## src/rtl/posit_stream_decoder.sv

```systemverilog
// Streaming posit<8,0> field decoder: scans the regime one bit per clock and
// presents sign, regime scale k, hidden-bit fraction and zero/NaR flags.
module posit_stream_decoder (
  input  logic       clk,
  input  logic       rst_n,
  input  logic       in_valid,
  output logic       in_ready,
  input  logic [7:0] in_posit,
  output logic       out_valid,
  input  logic       out_ready,
  output logic       out_sign,
  output logic [5:0] out_k,
  output logic [6:0] out_frac,
  output logic       out_z,
  output logic       out_inf
);

  typedef enum logic [1:0] {IDLE, SCAN, DONE} state_e;

  state_e     state_q, state_d;
  logic [6:0] sh_q, sh_d;
  logic [2:0] run_q, run_d;
  logic       rc_q, rc_d;
  logic       sign_q, sign_d;

  logic       out_sign_q, out_sign_d;
  logic [5:0] out_k_q, out_k_d;
  logic [6:0] out_frac_q, out_frac_d;
  logic       out_z_q, out_z_d;
  logic       out_inf_q, out_inf_d;

  logic [6:0] payload;
  logic [6:0] payload_abs;
  logic [6:0] sh_shift;
  logic [2:0] run_fin;
  logic       scan_done;

  always_comb begin
    state_d    = state_q;
    sh_d       = sh_q;
    run_d      = run_q;
    rc_d       = rc_q;
    sign_d     = sign_q;
    out_sign_d = out_sign_q;
    out_k_d    = out_k_q;
    out_frac_d = out_frac_q;
    out_z_d    = out_z_q;
    out_inf_d  = out_inf_q;

    payload     = in_posit[6:0];
    payload_abs = in_posit[7] ? (~payload + 7'd1) : payload;
    sh_shift    = {sh_q[5:0], 1'b0};
    run_fin     = run_q;
    scan_done   = 1'b0;

    case (state_q)
      IDLE: begin
        if (in_valid) begin
          sign_d = in_posit[7];
          sh_d   = payload_abs;
          rc_d   = payload_abs[6];
          run_d  = '0;
          if (payload == '0) begin
            state_d    = DONE;
            out_sign_d = in_posit[7];
            out_k_d    = '0;
            out_frac_d = '0;
            out_z_d    = ~in_posit[7];
            out_inf_d  = in_posit[7];
          end else begin
            state_d = SCAN;
          end
        end
      end
      SCAN: begin
        sh_d = sh_shift;
        if (sh_q[6] == rc_q) begin
          run_d   = run_q + 3'd1;
          // Seven matching bits means the regime filled the whole payload.
          if (run_q == 3'd6) begin
            run_fin   = 3'd7;
            scan_done = 1'b1;
          end
        end else begin
          scan_done = 1'b1;
        end
        if (scan_done) begin
          state_d    = DONE;
          out_sign_d = sign_q;
          out_k_d    = rc_q ? ({3'b000, run_fin} - 6'd1) : (6'd0 - {3'b000, run_fin});
          out_frac_d = {1'b1, sh_shift[6:1]};
          out_z_d    = 1'b0;
          out_inf_d  = 1'b0;
        end
      end
      DONE: begin
        if (out_ready) state_d = IDLE;
      end
      default: state_d = IDLE;
    endcase
  end

  always_ff @(posedge clk or negedge rst_n) begin
    if (!rst_n) begin
      state_q    <= IDLE;
      sh_q       <= '0;
      run_q      <= '0;
      rc_q       <= 1'b0;
      sign_q     <= 1'b0;
      out_sign_q <= 1'b0;
      out_k_q    <= '0;
      out_frac_q <= '0;
      out_z_q    <= 1'b0;
      out_inf_q  <= 1'b0;
    end else begin
      state_q    <= state_d;
      sh_q       <= sh_d;
      run_q      <= run_d;
      rc_q       <= rc_d;
      sign_q     <= sign_d;
      out_sign_q <= out_sign_d;
      out_k_q    <= out_k_d;
      out_frac_q <= out_frac_d;
      out_z_q    <= out_z_d;
      out_inf_q  <= out_inf_d;
    end
  end

  assign in_ready  = (state_q == IDLE);
  assign out_valid = (state_q == DONE);
  assign out_sign  = out_sign_q;
  assign out_k     = out_k_q;
  assign out_frac  = out_frac_q;
  assign out_z     = out_z_q;
  assign out_inf   = out_inf_q;

endmodule

```

## config.mk

```make
export PLATFORM = sky130hd
export DESIGN_NAME = posit_stream_decoder
export DESIGN_NICKNAME = d
export VERILOG_FILES = /design/src/rtl/posit_stream_decoder.sv
export SDC_FILE = /design/constraint.sdc
export NUM_CORES = 1
export LEC_CHECK = 0
export ABC_AREA = 0
export ABC_CLOCK_PERIOD_IN_PS = 2290
export CORE_ASPECT_RATIO = 0.6
export CORE_MARGIN = 3
export CORE_UTILIZATION = 50
export CTS_CLUSTER_DIAMETER = 30
export CTS_CLUSTER_SIZE = 30
export DETAILED_ROUTE_END_ITERATION = 7
export MAX_ROUTING_LAYER = met4
export PLACE_DENSITY = 0.85
export RECOVER_POWER = 50
export SYNTH_ARGS = -nofsm -noshare
export SYNTH_HDL_FRONTEND = slang
export SYNTH_SLANG_ARGS = --single-unit
export TNS_END_PERCENT = 50
```

## constraint.sdc

```tcl
create_clock -name clk -period 2.29 [get_ports clk]
set_input_delay 0.229 -clock clk [delete_from_list [all_inputs] [get_ports clk]]
set_output_delay 0.229 -clock clk [all_outputs]
set_load 0.01 [all_outputs]
```

Yosys cells after proc, flatten, opt, wreduce, memory -nomap -nowiden
Cells that the tools add are included.
W data, S select, Z words.
{"block": "totals", "ff_bits": 30, "output_inout_bits": 18, "elab_cells": 68}
{"block": "classes", "n_addsub": 4, "eq_ne": 9, "n_mux": 35, "bitwise": 2, "n_reduce_logical": 8}
{"cell": "$mux W7", "n": 5}
{"cell": "$pmux W7 S2", "n": 2}
{"cell": "$mux W6", "n": 4}
{"cell": "$mux W3", "n": 5}
{"cell": "$pmux W6 S2", "n": 1}
{"cell": "$mux W1", "n": 9}
{"cell": "$mux W2", "n": 4}
{"cell": "$add A7 B1 Y7 const B", "n": 1}
{"cell": "$logic_not A7 Y1", "n": 1}
{"cell": "$not A7 Y7", "n": 1}
{"cell": "$ne A2 B2 Y1 const B", "n": 3}
{"cell": "$pmux W1 S2", "n": 3}
{"cell": "$pmux W2 S3", "n": 1}
{"cell": "$pmux W3 S2", "n": 1}
{"cell": "$reduce_and A3 Y1", "n": 2}
{"cell": "$ne A2 B1 Y1 const B", "n": 2}
{"cell": "$reduce_and A2 Y1", "n": 2}
{"cell": "$reduce_and A4 Y1", "n": 1}
{"cell": "$sub A1 B3 Y4 const A", "n": 1}
{"cell": "$sub A3 B1 Y4 const B", "n": 1}
{"cell": "$add A3 B1 Y3 const B", "n": 1}
{"cell": "$eq A3 B3 Y1 const B", "n": 1}
{"cell": "$eq A2 B1 Y1 const B", "n": 1}
{"cell": "$eq A2 B2 Y1 const B", "n": 1}
{"cell": "other kinds (4)", "n": 4}

Longest topological paths before layout
Gate-level depths: netlist (run 1).
{"block": "depth", "word_depth": 8, "ltp_mapped": 7, "ltp_nobuf": 6}

Worst setup path before layout (run 1)
OpenSTA, ideal clock, no wires.
{"block": "synth_timing", "path_type": "register -> register", "from": "register run_q[0]", "to": "register out_z_q (netlist: out_z)", "setup_ns": 0.128, "t_arrival_ns": 1.479, "required_time_ns": 2.162, "path_slack_ns": 0.684, "stages_incl_launch_ff": 7, "n_path_buf": 0, "period_less_slack_ns": 1.606, "path_cell_list": "dfrtp_1 > inv_1 > ha_1 > nand2_1 > a21oi_2 > nor2_2 > mux2_1"}
{"block": "synth_between", "elab_chain_cells": 6}
{"element": "start, declared", "line_no": "22", "rtl": "logic [2:0] run_q, run_d;"}
{"element": "start signal, assigned", "line_no": "118", "rtl": "run_q <= run_d;"}
{"element": "$eq A3 B3 Y1", "line_no": "80", "rtl": "if (run_q == 3'd6) begin"}
{"element": "$mux W1", "line_no": "80"}
{"element": "$mux W1", "line_no": "77", "rtl": "if (sh_q[6] == rc_q) begin"}
{"element": "$mux W1", "line_no": "56", "rtl": "case (state_q)"}
{"element": "$ne A2 B2 Y1 (no source line)"}
{"element": "$reduce_and A4 Y1 (no source line)"}
{"element": "end signal, assigned", "line_no": "124", "rtl": "out_z_q <= out_z_d;"}
{"element": "end, declared", "line_no": "29", "rtl": "logic out_z_q, out_z_d;"}
Every way passes these cells. The select of a mux whose other input is x is not followed.
A chain may end at the register's enable or synchronous reset.

Final worst setup path (run 1)
Same ends and word-level chain as after synthesis.

==> results of run 1 <==
-- logic make-up (layout without fill, tap and decap cells) --
group,after synthesis,count (layout)
compound gates,40,40
simple gates,40,40
flops,28,28
buf+inv,16,44
xor+xnor,11,11
fa+ha+maj,5,5
mux,2,2
-- power by group --
group,internal (W),switching [W]
clock,0.000234,0.000152
sequential,0.000697,0.000225
combinational,0.000576,0.000542
total,0.00151,0.000920
-- synth_stat cells (4+ instances only) --
| library cell | number |
|---|---|
| a21oi_1 | 4 |
| buf_2 | 4 |
| ha_1 | 5 |
| a22o_1 | 11 |
| a22oi_1 | 5 |
| nand2_1 | 12 |
| xor2_1 | 6 |
| dfrtp_1 | 28 |
| o21ai_0 | 12 |
| inv_1 | 6 |
| xnor2_1 | 4 |
| nor2_1 | 9 |
| nor3_1 | 4 |
-- state kept, by name, indices dropped and copies added, names as in the netlist --
| signal | cells |
|---|---|
| out_frac | 7 |
| out_inf | 1 |
| out_k | 4 |
| out_sign | 1 |
| out_z | 1 |
| rc_q | 1 |
| run_q | 3 |
| sh_q | 7 |
| sign_q | 1 |
| state_q | 2 |
-- routing by layer --
layer  vias to the layer above  share of wire (%)  GRT usage [%]
met5                         -                  0              -
met4                         0               0.74           4.88
met3                         4                8.1           5.87
met2                        48                 43           28.6
met1                       577                 48           30.5
li1                        552                  -              -
-- worst min-delay path by stage --
stage / startpoint / to / slack [ps] / cells after the start
2_1_floorplan: rst_n / out_frac[0] / -70 / 0
3_3_place_gp: out_inf / out_inf / 470 / 1
3_5_place_dp: out_frac[3] / out_frac[3] / 490 / 1
4_1_cts: rst_n / out_k[2] / 340 / 2
5_1_grt: out_inf / out_inf / 510 / 1
6_report: out_z / out_z / 500 / 1
-- cell type report --
cell class,instances,share of cell area [%]
Clock inverter,1,1.64
Sequential cell,28,38.3
Clock buffer,3,2.26
Inverter,6,1.23
Timing Repair Buffer,34,17.5
Tap cell,32,2.19
Multi-Input combinational cell,98,36.8
-- worst register-to-register path, cell delays in order (launching register included) --
cell	delay, ps
dfrtp_1	490
inv_1	150
ha_1	260
nand2_1	120
a21oi_2	80
nor2_2	390
mux2_1	360
-- per-stage QoR --
step | hold slack (ps) | instances | total power [W] | utilization, %
after floorplan | -66.6 | 142 | 0.00163 | -
after global placement | 468 | 198 | 0.00202 | 67.2
after detailed placement | 488 | 198 | 0.00208 | 67.2
after CTS | 336 | 202 | 0.00246 | 70.0
after global routing | 515 | 202 | 0.00260 | 69.6
final | 497 | 202 | 0.00243 | 69.6
-- placed cells by master, fill, tap and decap left out, types with 2 or more instances in the layout --
master and instances:
a21oi_1 4, a22o_1 11, a22oi_1 5, buf_4 3, clkbuf_1 2, clkbuf_8 3, clkdlybuf4s50_1 22, dfrtp_1 28
dlygate4sd3_1 7, ha_1 5, inv_1 6, nand2_1 12, nand2b_1 2, nand3_1 3, nor2_1 9, nor2b_1 2
nor3_1 4, o21ai_0 12, o31ai_1 2, or3_1 2, xnor2_1 4, xor2_1 6
==> results.toml, run 1 <==
[die]
core_um2 = 2630
die-area_um2 = 3620
die_width_um = 75.7
initial_core_util_pct = 55.4
fp-row-count = 14
ios = 30
dieHeight_um = 47.8

[yosys]
yosys_warnings = 0
synth_top_family_by_area = "compound AO/OA/AOI/OAI gates"
async_flop_share_pct = 100
synth_edf_count = 0
syn-cell-area_um2 = 1460
synth.top_cell.area_share_pct = 48.1
synth-xor-area-share_pct = 7.13
yosysTopAreaCell = "dfrtp_1"
synth-adder-area-share_pct = 4.30
ys.flop_type = "dfrtp_1"
synth-seq-area-share_pct = 48.1
synth-simple-area-share_pct = 14.4
synth.net_count = 159
synthMuxAreaShare_pct = 1.46
synth_area_leaders = "dfrtp_1 (48%), a22o_1 (6.6%), ha_1 (4.3%), o21ai_0 (4.1%), xor2_1 (3.6%)"
yosysUniqueCellTypes = 35
synth_compound_area_share_pct = 19.1
ys_ff_latch = 28
synthCells = 142
avgSynthCellArea_um2 = 10.3

[layout]
diodes = 0
fin_nets = 188
syn_to_final_growth_pct = 25.5
regArea_um2 = 701
drive_gt1_share_pct = 7.06
design_area_um2 = 1830
fill_cells = 203
multi_input_area_um2 = 673

[clocking]
hold_buffers = 0
cts_root_buf = "clkbuf_8"
cts_resized = 0
cts_tree = "yes"
clkLatencyLatePin_ps = 270
clockBufferDepth = 2
clock-sinks = 28
cts-htree-levels = 1
numCtsBuffers = 3
clkSlewWorstSetupHoldPaths_ps = 90
cts_setup_buffers = 0

[place]
gp_congestion = 0.893
placement.io_buffers = 29
dpl_cell_area_um2 = 1770
dp_hpwl_um = 2480
dp_slack_ps = 111

[sta]
max_freq_ghz = 0.508
rsz0062_at_grt = "no"
worst_slack_ps = 322
max_slew_margin_pct = 1.52
setup-tns-final_ps = 0
drv_slew = 0
finalSetupViolCount = 0
tightestPinTransition_ps = 1480
fin_crit_sh_pct = 85.9
hold_viol = 0
period_needed_ps = 1970
finClkSkew_ps = 2.90

[setup_path]
cp.required_ps = 2450
path_depth = 6
crit_path_top_delay_cell = "dfrtp_1"
worst-path-buf-inv = 1
cp-startpoint = "run_q[0]"
crit_path_start_kind = "flip-flop"
crit_family = "simple AND/OR/NAND/NOR gates"
critPathMaxFanout = 10
end_kind = "flip-flop"
critical_path_class = "flip-flop to flip-flop"
r2r_cells = 6
r2r_end = "out_z"
cp.arrival_ps = 2130
crit_chain = "inv_1, ha_1, nand2_1, a21oi_2, nor2_2, mux2_1"
crit_path_end = "out_z"
cp_slowest_stage_delay_ps = 490
r2r_slack_ps = 320
r2r-start = "run_q[0]"

[detailed_routing]
wl_per_cell_um = 16.1
antenna_left = 0
vias = 1181
drc = 0
via_per_inst = 5.85
dr.pass1.iters = 4
drt-initial-drc-count = 114
wl_um = 3250

[global_routing]
grt_pass1_vias = 1137
grt_pass1_wl_um = 5360
grtUsageTotal_pct = 20.9
antenna_found_initial = 0
grt_max_degree = 29
gr-total-overflow = 0

[power]
p_leak_nw = 0.847
power_density_nw_per_um2 = 1330
peakVddDrop_v = 0.000638

[run]
maxCapViolations = 0

[status]
outcome = "complete, no violations"

[min_path]
min_path_type = "flip-flop to flip-flop"
(Power assumes the default switching activity.)
==> run 2, diff against run 1 <==
CAP_MARGIN = 20   (was not set)
==> results of run 2 <==
The final DEF is identical to that of run 1; final timing and power are the same.
